**src/rtl/mux4_arb_pkg.sv**
```systemverilog
// Shared definitions for the four-way round-robin bus arbiter.
//   NREQ     : number of requesters sharing the mux
//   SEL_W    : width of the mux select / requester index
//   state_t  : arbiter FSM states (ST_IDLE, ST_BUSY)
//   onehot4  : index -> one-hot grant vector
package mux4_arb_pkg;

  localparam int NREQ  = 4;
  localparam int SEL_W = 2;

  typedef enum logic {
    ST_IDLE = 1'b0,
    ST_BUSY = 1'b1
  } state_t;

  function automatic logic [NREQ-1:0] onehot4(input logic [SEL_W-1:0] idx);
    onehot4 = NREQ'(1) << idx;
  endfunction

endpackage

```
**src/rtl/rr_pick4.sv**
```systemverilog
// Combinational rotating priority encoder.
//   i_Req [3:0] : candidate requests
//   i_Ptr [1:0] : index with highest priority this cycle
//   o_Idx [1:0] : first set request scanning i_Ptr, i_Ptr+1, ... (mod 4)
//   o_Any       : at least one request is set (o_Idx meaningless otherwise)
module rr_pick4
  import mux4_arb_pkg::*;
(
  input  logic [NREQ-1:0]  i_Req,
  input  logic [SEL_W-1:0] i_Ptr,
  output logic [SEL_W-1:0] o_Idx,
  output logic             o_Any
);

  // Scan from lowest priority to highest so the last hit wins.
  always_comb begin
    o_Any = |i_Req;
    o_Idx = i_Ptr;
    for (int k = NREQ - 1; k >= 0; k--) begin
      if (i_Req[i_Ptr + SEL_W'(k)]) o_Idx = i_Ptr + SEL_W'(k);
    end
  end

endmodule

```
**src/rtl/mux4_bus_arbiter.sv**
```systemverilog
// Round-robin arbiter owning the select of a shared 4:1 datapath mux.
// Grants one requester at a time, holds the grant until i_Done, owner
// abandonment, or watchdog expiry, and hands off with no idle bubble.
//   i_CLK      : clock
//   i_RST      : synchronous reset, active-high
//   i_Req[3:0] : per-requester request, held until its transfer completes
//   i_Done     : current owner's transfer finished (1-cycle pulse)
//   o_Gnt[3:0] : registered one-hot grant, zero when idle
//   o_Sel[1:0] : registered mux select, keeps last owner while idle
//   o_Valid    : a grant is active
//   o_Timeout  : 1-cycle pulse when the watchdog revoked a grant
module mux4_bus_arbiter
  import mux4_arb_pkg::*;
#(
  parameter int TIMEOUT = 16,
  parameter int CNT_W   = 8
) (
  input  logic             i_CLK,
  input  logic             i_RST,
  input  logic [NREQ-1:0]  i_Req,
  input  logic             i_Done,
  output logic [NREQ-1:0]  o_Gnt,
  output logic [SEL_W-1:0] o_Sel,
  output logic             o_Valid,
  output logic             o_Timeout
);

  localparam bit               TO_EN   = (TIMEOUT != 0);
  localparam logic [CNT_W-1:0] TO_LAST = TO_EN ? CNT_W'(TIMEOUT - 1) : '0;

  state_t             r_state, w_state_nxt;
  logic [NREQ-1:0]    r_gnt,   w_gnt_nxt;
  logic [SEL_W-1:0]   r_sel,   w_sel_nxt;
  logic [SEL_W-1:0]   r_ptr,   w_ptr_nxt;
  logic [CNT_W-1:0]   r_cnt,   w_cnt_nxt;
  logic               r_tout,  w_tout_nxt;

  logic               w_busy;
  logic               w_rel_done;
  logic               w_rel_to;
  logic               w_release;
  logic [NREQ-1:0]    w_pick_req;
  logic [SEL_W-1:0]   w_pick_ptr;
  logic [SEL_W-1:0]   w_pick_idx;
  logic               w_pick_any;

  assign w_busy     = (r_state == ST_BUSY);
  assign w_rel_done = w_busy && (i_Done || !i_Req[r_sel]);
  assign w_rel_to   = w_busy && TO_EN && (r_cnt == TO_LAST);
  assign w_release  = w_rel_done || w_rel_to;

  // While busy the only pick that matters is the hand-off one: the releasing
  // owner is masked and the scan starts just past it (the new ptr value).
  assign w_pick_req = w_busy ? (i_Req & ~r_gnt) : i_Req;
  assign w_pick_ptr = w_busy ? (r_sel + SEL_W'(1)) : r_ptr;

  rr_pick4 u_pick (
    .i_Req (w_pick_req),
    .i_Ptr (w_pick_ptr),
    .o_Idx (w_pick_idx),
    .o_Any (w_pick_any)
  );

  // State register
  always_ff @(posedge i_CLK) begin
    if (i_RST) r_state <= ST_IDLE;
    else       r_state <= w_state_nxt;
  end

  // Next-state logic
  always_comb begin
    w_state_nxt = r_state;
    case (r_state)
      ST_IDLE: if (w_pick_any) w_state_nxt = ST_BUSY;
      ST_BUSY: if (w_release && !w_pick_any) w_state_nxt = ST_IDLE;
      default: w_state_nxt = ST_IDLE;
    endcase
  end

  // Output / counter next values
  always_comb begin
    w_gnt_nxt  = r_gnt;
    w_sel_nxt  = r_sel;
    w_ptr_nxt  = r_ptr;
    w_cnt_nxt  = r_cnt;
    w_tout_nxt = 1'b0;
    case (r_state)
      ST_IDLE: begin
        if (w_pick_any) begin
          w_gnt_nxt = onehot4(w_pick_idx);
          w_sel_nxt = w_pick_idx;
          w_cnt_nxt = '0;
        end
      end
      ST_BUSY: begin
        if (w_release) begin
          w_ptr_nxt  = w_pick_ptr;
          // Done/abandon take precedence: no pulse when coincident.
          w_tout_nxt = w_rel_to && !w_rel_done;
          if (w_pick_any) begin
            w_gnt_nxt = onehot4(w_pick_idx);
            w_sel_nxt = w_pick_idx;
            w_cnt_nxt = '0;
          end else begin
            w_gnt_nxt = '0;
          end
        end else if (r_cnt != '1) begin
          w_cnt_nxt = r_cnt + CNT_W'(1);
        end
      end
      default: w_gnt_nxt = '0;
    endcase
  end

  always_ff @(posedge i_CLK) begin
    if (i_RST) begin
      r_gnt  <= '0;
      r_sel  <= '0;
      r_ptr  <= '0;
      r_cnt  <= '0;
      r_tout <= 1'b0;
    end else begin
      r_gnt  <= w_gnt_nxt;
      r_sel  <= w_sel_nxt;
      r_ptr  <= w_ptr_nxt;
      r_cnt  <= w_cnt_nxt;
      r_tout <= w_tout_nxt;
    end
  end

  assign o_Gnt     = r_gnt;
  assign o_Sel     = r_sel;
  assign o_Valid   = |r_gnt;
  assign o_Timeout = r_tout;

endmodule

```
**config.mk**
```make
export PLATFORM = sky130hd
export DESIGN_NAME = mux4_bus_arbiter
export DESIGN_NICKNAME = d
export VERILOG_FILES = /design/src/rtl/mux4_arb_pkg.sv /design/src/rtl/rr_pick4.sv /design/src/rtl/mux4_bus_arbiter.sv
export SDC_FILE = /design/constraint.sdc
export NUM_CORES = 1
export LEC_CHECK = 0
export BUFFER_PORTS_ARGS = -buffer_cell sky130_fd_sc_hd__buf_2
export CAP_MARGIN = 10
export CORE_MARGIN = 1.5
export CORE_UTILIZATION = 60
export DETAILED_ROUTE_END_ITERATION = 10
export PLACE_DENSITY = 0.89
export SYNTH_ARGS = -nofsm -noshare
export SYNTH_HDL_FRONTEND = slang
export SYNTH_SLANG_ARGS = --single-unit
```
**constraint.sdc**
```tcl
create_clock -name i_CLK -period 4.8 [get_ports i_CLK]
set_clock_uncertainty 0.1 [all_clocks]
set_input_delay 0.24 -clock i_CLK [delete_from_list [all_inputs] [get_ports i_CLK]]
set_output_delay 0.24 -clock i_CLK [all_outputs]
set_load 0.05 [all_outputs]
```
**Yosys cells after proc, flatten, opt, wreduce, memory -nomap -nowiden**

Index checks and enable logic that the tools add are counted.
Widths: inputs -> output; s select.

- Add/subtract/negate cells: 5
- Magnitude comparators: 5
- Eq/ne operators: 5
- Shifts and indexed selects: 1
- Muxes and demuxes: 30
- Bitwise logic cells: 4
- Reduce and logical (&&, ||, !) cells: 14

Operators by type and width:

| cell | number |
|---|---|
| $mux 8 | 3 |
| $mux 4 | 4 |
| $pmux 8 s2 | 1 |
| $lt 2x3->1 const B | 5 |
| $mux 2 | 7 |
| $bmux 1 s2 | 5 |
| $add 8x1->8 const B | 1 |
| $eq 8x4->1 const B | 1 |
| $ne 8x8->1 const B | 1 |
| $pmux 4 s2 | 1 |
| $reduce_or 4->1 | 2 |
| $mux 1 | 7 |
| $add 2x1->2 const B | 2 |
| $add 2x2->2 const B | 2 |
| $and 4x4->4 | 1 |
| $logic_and 1x1->1 | 4 |
| $not 4->4 | 1 |
| $pmux 2 s2 | 1 |
| $reduce_and 2->1 | 2 |
| $shl 1x2->4 const A | 1 |
| $logic_not 1->1 | 3 |
| $ne 3x1->1 const B | 1 |
| $reduce_or 3->1 | 1 |
| $logic_or 1x1->1 | 2 |
| 4 further kinds | 5 |

- Register bits after elaboration: 18
- Input port bits: 7
- Output and inout bits: 8
- Logic and storage cells: 70

**Longest topological paths before layout**

- Word-level depth: 13
- Gate-level depth with buffers: 7
- Depth with buffers taken out: 7

**Cells and area by module**

A second synthesis with hierarchy kept.

- Cell total of the unflattened synthesis: 149
- Area, all modules: 1,234.9 um^2

Modules (own cells, without submodules):

| module | times used | cells an instance | area an instance (um^2) | sequential area each (um^2) |
|---|---|---|---|---|
| mux4_bus_arbiter | 1 | 133 | 1,134.8 | 360.3 |
| rr_pick4 | 1 | 16 | 100.1 | 0.0 |

**Least setup slack after synthesis**

Ideal clock, no wire load.

- Path kind: flip-flop to flip-flop
- Start point: reg r_sel[1] (netlist: o_Sel[1])
- End point: reg r_cnt[3]
- Arrival: 1,975 ps
- Data required time: 4,565 ps
- Setup slack: 2,590 ps
- Stages on the path, launching flop included: 7
- Buffers on the path: 0
- Period minus slack after synthesis: 2,210 ps
- Path through: dfxtp_1 > mux4_2 > nor2b_4 > a22o_4 > and2_4 > o21ai_1 > a21oi_1

- Longest elaborated chain between the ends: 8
- Elaborated cells between the ends (all ways): 9

Ends and longest elaborated chain:

| what | RTL line | source |
|---|---|---|
| start, declared | mux4_bus_arbiter.sv:33 | `logic [SEL_W-1:0] r_sel, w_sel_nxt;` |
| start signal, assigned | mux4_bus_arbiter.sv:124 | `r_sel <= w_sel_nxt;` |
| $bmux 1 s2 * | mux4_bus_arbiter.sv:48 | `assign w_rel_done = w_busy && (i_Done \|\| !i_Req[r_sel]);` |
| $mux 1 (implied by the code) * | mux4_bus_arbiter.sv:48 |  |
| $logic_not 1->1 * | mux4_bus_arbiter.sv:48 |  |
| $logic_or 1x1->1 * | mux4_bus_arbiter.sv:48 |  |
| $logic_and 1x1->1 * | mux4_bus_arbiter.sv:48 |  |
| $logic_or 1x1->1 * | mux4_bus_arbiter.sv:50 | `assign w_release = w_rel_done \|\| w_rel_to;` |
| $mux 8 | mux4_bus_arbiter.sv:96 | `if (w_release) begin` |
| $pmux 8 s2 | mux4_bus_arbiter.sv:87 | `case (r_state)` |
| end signal, assigned | mux4_bus_arbiter.sv:126 | `r_cnt <= w_cnt_nxt;` |
| end, declared | mux4_bus_arbiter.sv:35 | `logic [CNT_W-1:0] r_cnt, w_cnt_nxt;` |

Mark *: on every way between the ends. The rest lies on a longest branch, timed or not. The select of a mux whose other input is x is not followed.
A chain may end at the register's enable or synchronous reset.

**Worst setup path after layout**

- Start point: reg r_state
- End point: reg r_cnt[3]

- Longest elaborated chain between the ends: 5
- Elaborated cells between the ends (all ways): 10

Ends and longest elaborated chain:

| what | RTL line | source |
|---|---|---|
| start, declared | mux4_bus_arbiter.sv:31 | `state_t r_state, w_state_nxt;` |
| start signal, assigned | mux4_bus_arbiter.sv:67 | `else r_state <= w_state_nxt;` |
| $mux 4 | mux4_bus_arbiter.sv:54 | `assign w_pick_req = w_busy ? (i_Req & ~r_gnt) : i_Req;` |
| $reduce_or 4->1 | rr_pick4.sv:17 | `o_Any = \|i_Req;` |
| $mux 8 | -- |  |
| $mux 8 | mux4_bus_arbiter.sv:96 |  |
| $pmux 8 s2 | mux4_bus_arbiter.sv:87 |  |

Parallel ways exist; a longest one is shown, timed or not.

==> summary.txt <==
Run status
  – Status: completed

Drt
  – ANT nets after route: 0
  – Per-cell routed wire length: 15.1 µm
  – Vias per cell: 6.34
  – Post-Route WL: 2.51 mm
  – Vias: 1058
  – Initial drt markers: 44
  – DRC Markers: 0
  – Drt pass-1 iters: 4

Setup path
  – Critical path launch point type: flip-flop
  – Worst-path cell chain: a21boi_1 -> nor2_1 -> a22o_4 -> and2_4 -> o21ai_1 -> a21oi_1
  – Crit-path leading delay family: compound AO/OA/AOI/OAI gates
  – Crit path kind: flip-flop to flip-flop
  – Slowest stage cell on the critical path: a21boi_1
  – CP max stage delay: 0.51 ns
  – Arrival time of the worst setup path: 2.27 ns
  – Crit end category: flip-flop
  – Crit Path Max Fanout: 16
  – Data required time at the worst endpoint: roughly 4.9 ns
  – Worst Path Buf+Inv: 0

Global route
  – Number of global-route vias before repair: 916
  – Most Crowded Layer GR: met2
  – Met3 Resource Use GR: 0.0476
  – Initial antenna violation count: 0
  – Met1 Use GR: 0.380
  – Met2 Use GR: 0.400
  – Total GRT Usage: 0.270
  – GRT overflow: 0
  – Largest net degree at the start of global routing: 17
  – Global-route wire length before repair: 4.06 mm

Yosys
  – Yosys warnings: 0
  – Gate Count Post-Synth: roughly 130
  – Netlist cell types: 50
  – FF+latch count, synth: 18
  – Post-Syn Area per Cell: 8.69 µm²
  – Register area share after synthesis: 0.329
  – Synthesized area: 0.00109 mm²
  – Syn Nets: 134

CTS
  – Number of buffers created by CTS: 3
  – Worst-path clk slew: 0.11 ns
  – Clk root buf: clkbuf_4
  – CTS tree: done
  – Clock tree buffer depth: 2
  – Clk sink count: 18
  – CTS HTree Levels: 1
  – Hold_buf cts: 0
  – Post_cts resized: 0
  – # Post-CTS Setup Buffers: 0
  – Clock latency on the worst-skew pair: 0.31 ns

Pwr
  – PwrDens: 356 mW/mm²
  – Maximum vdd drop: 0.000302 V
  – Total power draw: 0.434 mW
  – Pleak: 0.514 nW

Floorplanning
  – Die height: 45.7 µm
  – Starting Density: 0.634
  – Die footprint: approximately 0.0021 mm²
  – Num rows: 15
  – Io pins: 15
  – Core area: 0.00173 mm²
  – Die width: around 46 µm

Final layout
  – Area delta synth->final: 11.2%
  – Layout cell share with drive strength beyond 1: 0.261
  – Nets: 151
  – Most frequent cells in the layout: dfxtp_1, buf_2, nor2_1
  – Most common cell after layout, fill and taps aside: dfxtp_1
  – Diodes inserted: 0
  – Layout Cells excl Fill: 167

STA
  – RSZ-0062 raised after global routing: no
  – Setup ws final: 2.61 ns
  – Worst-Margin Slew: 0.510 ns
  – Total Neg Setup Slack: 0 ns
  – Fin crit share: 0.456
  – Max Clock Freq: 457 MHz
  – Tmin final: 2.19 ns
  – Final hold vios: 0
  – Final Setup Violations: 0
  – Pins Over Slew Limit: 0
  – Worst slew margin: 0.659

Place
  – Number of placed instances, taps included: 163
  – GP Congestion: 0.805
  – Pre-CTS WS: 2.78 ns
  – Placed wire-length estimate: 1.77 mm
  – # port buffers: 14

Flow run
  – Max_cap viols: 0

Min path
  – Hold Crit Class: input port to flip-flop
[cells by family after synthesis]
kind of cell,Yosys count,share of synthesized area
DFF,18,0.329
and+or+nand+nor,56,0.299
AOI/OAI and AO/OA,38,0.264
adders and majority gates,1,0.0114
xor gates and xnor gates,2,0.0160
muxes,4,0.0491
buffers and inverters,7,0.0309
[sequential cells by signal, indices dropped and copies added (netlist names)]
register   cells
r_cnt          8
o_Gnt          4
o_Sel          2
r_ptr          2
o_Timeout      1
r_state        1
[stage by stage]
| step | instance area, µm² | hold WS, ns | utilization |
|---|---|---|---|
| 2_1_floorplan | 1090 | 0.349 | - |
| 3_3_place_gp | 1180 | 0.382 | 0.684 |
| 3_5_place_dp | 1180 | 0.389 | 0.684 |
| 4_1_cts | 1220 | 0.185 | 0.705 |
| 5_1_grt | 1220 | 0.190 | 0.705 |
| 6_report | 1220 | 0.182 | 0.705 |
[layer usage]
metal | wire [µm] | share of wire | up-vias
li1 | - | - | 502
met1 | 1130 | 0.45 | 505
met2 | 1210 | 0.48 | 42
met3 | 117 | 0.047 | 9
met4 | 53 | 0.021 | 0
met5 | 0 | 0 | -
[worst reg2reg max path, stage by stage, from the launching register on]
cell and delay [ns]:
dfxtp_1 0.48, a21boi_1 0.51, nor2_1 0.21, a22o_4 0.30
and2_4 0.16, o21ai_1 0.19, a21oi_1 0.11
[path summary, 6_finish.rpt]
kind         startpoint  endpoint  slack [ns]  cells past startpoint
min               i_RST  r_ptr[0]        0.18                      2
max reg2reg     r_state  r_cnt[3]        2.61                      6
min reg2reg    r_ptr[1]  r_ptr[1]        0.42                      2
max             r_state  r_cnt[3]        2.61                      6
[synth_stat cells, drive strengths merged]
cell type	count	area share
dfxtp	18	0.33
a32oi	1	0.0080
ha	1	0.011
nor3	7	0.042
nand3	4	0.018
a31oi	5	0.029
buf	1	0.010
and2	2	0.014
a211oi	3	0.025
mux2i	2	0.018
o21ai	2	0.0091
nor4	3	0.023
a21o	1	0.0069
a21bo	2	0.018
or2	2	0.011
o21bai	1	0.0069
inv	5	0.017
nand2	10	0.039
clkbuf	1	0.0034
mux2	1	0.010
and2b	1	0.0069
a31o	1	0.0080
o32ai	1	0.015
o211ai	1	0.0069
xor2	2	0.016
a22o	3	0.032
or3	1	0.0057
mux4	1	0.021
nand2b	4	0.027
a21boi	4	0.027
or4	1	0.0069
nand4	2	0.011
and3	1	0.0057
nor2	11	0.038
o221a	1	0.010
nor3b	1	0.0069
a21oi	12	0.062
nor2b	5	0.035
and4	1	0.0080
[layout make-up]
type	count	area [µm²]
clock buffer	4	36.3
fill	145	509
inverter	5	18.8
multi-input combinational	101	701
sequential	18	360
tap	25	31.3
timing repair buffer	14	70.1
[power by group]
group	switching, mW	internal (mW)
registers	0.0156	0.161
clock network	0.0515	0.0463
logic	0.105	0.0547
total	0.172	0.262
No activity file was read; power rests on OpenSTA's default activity.
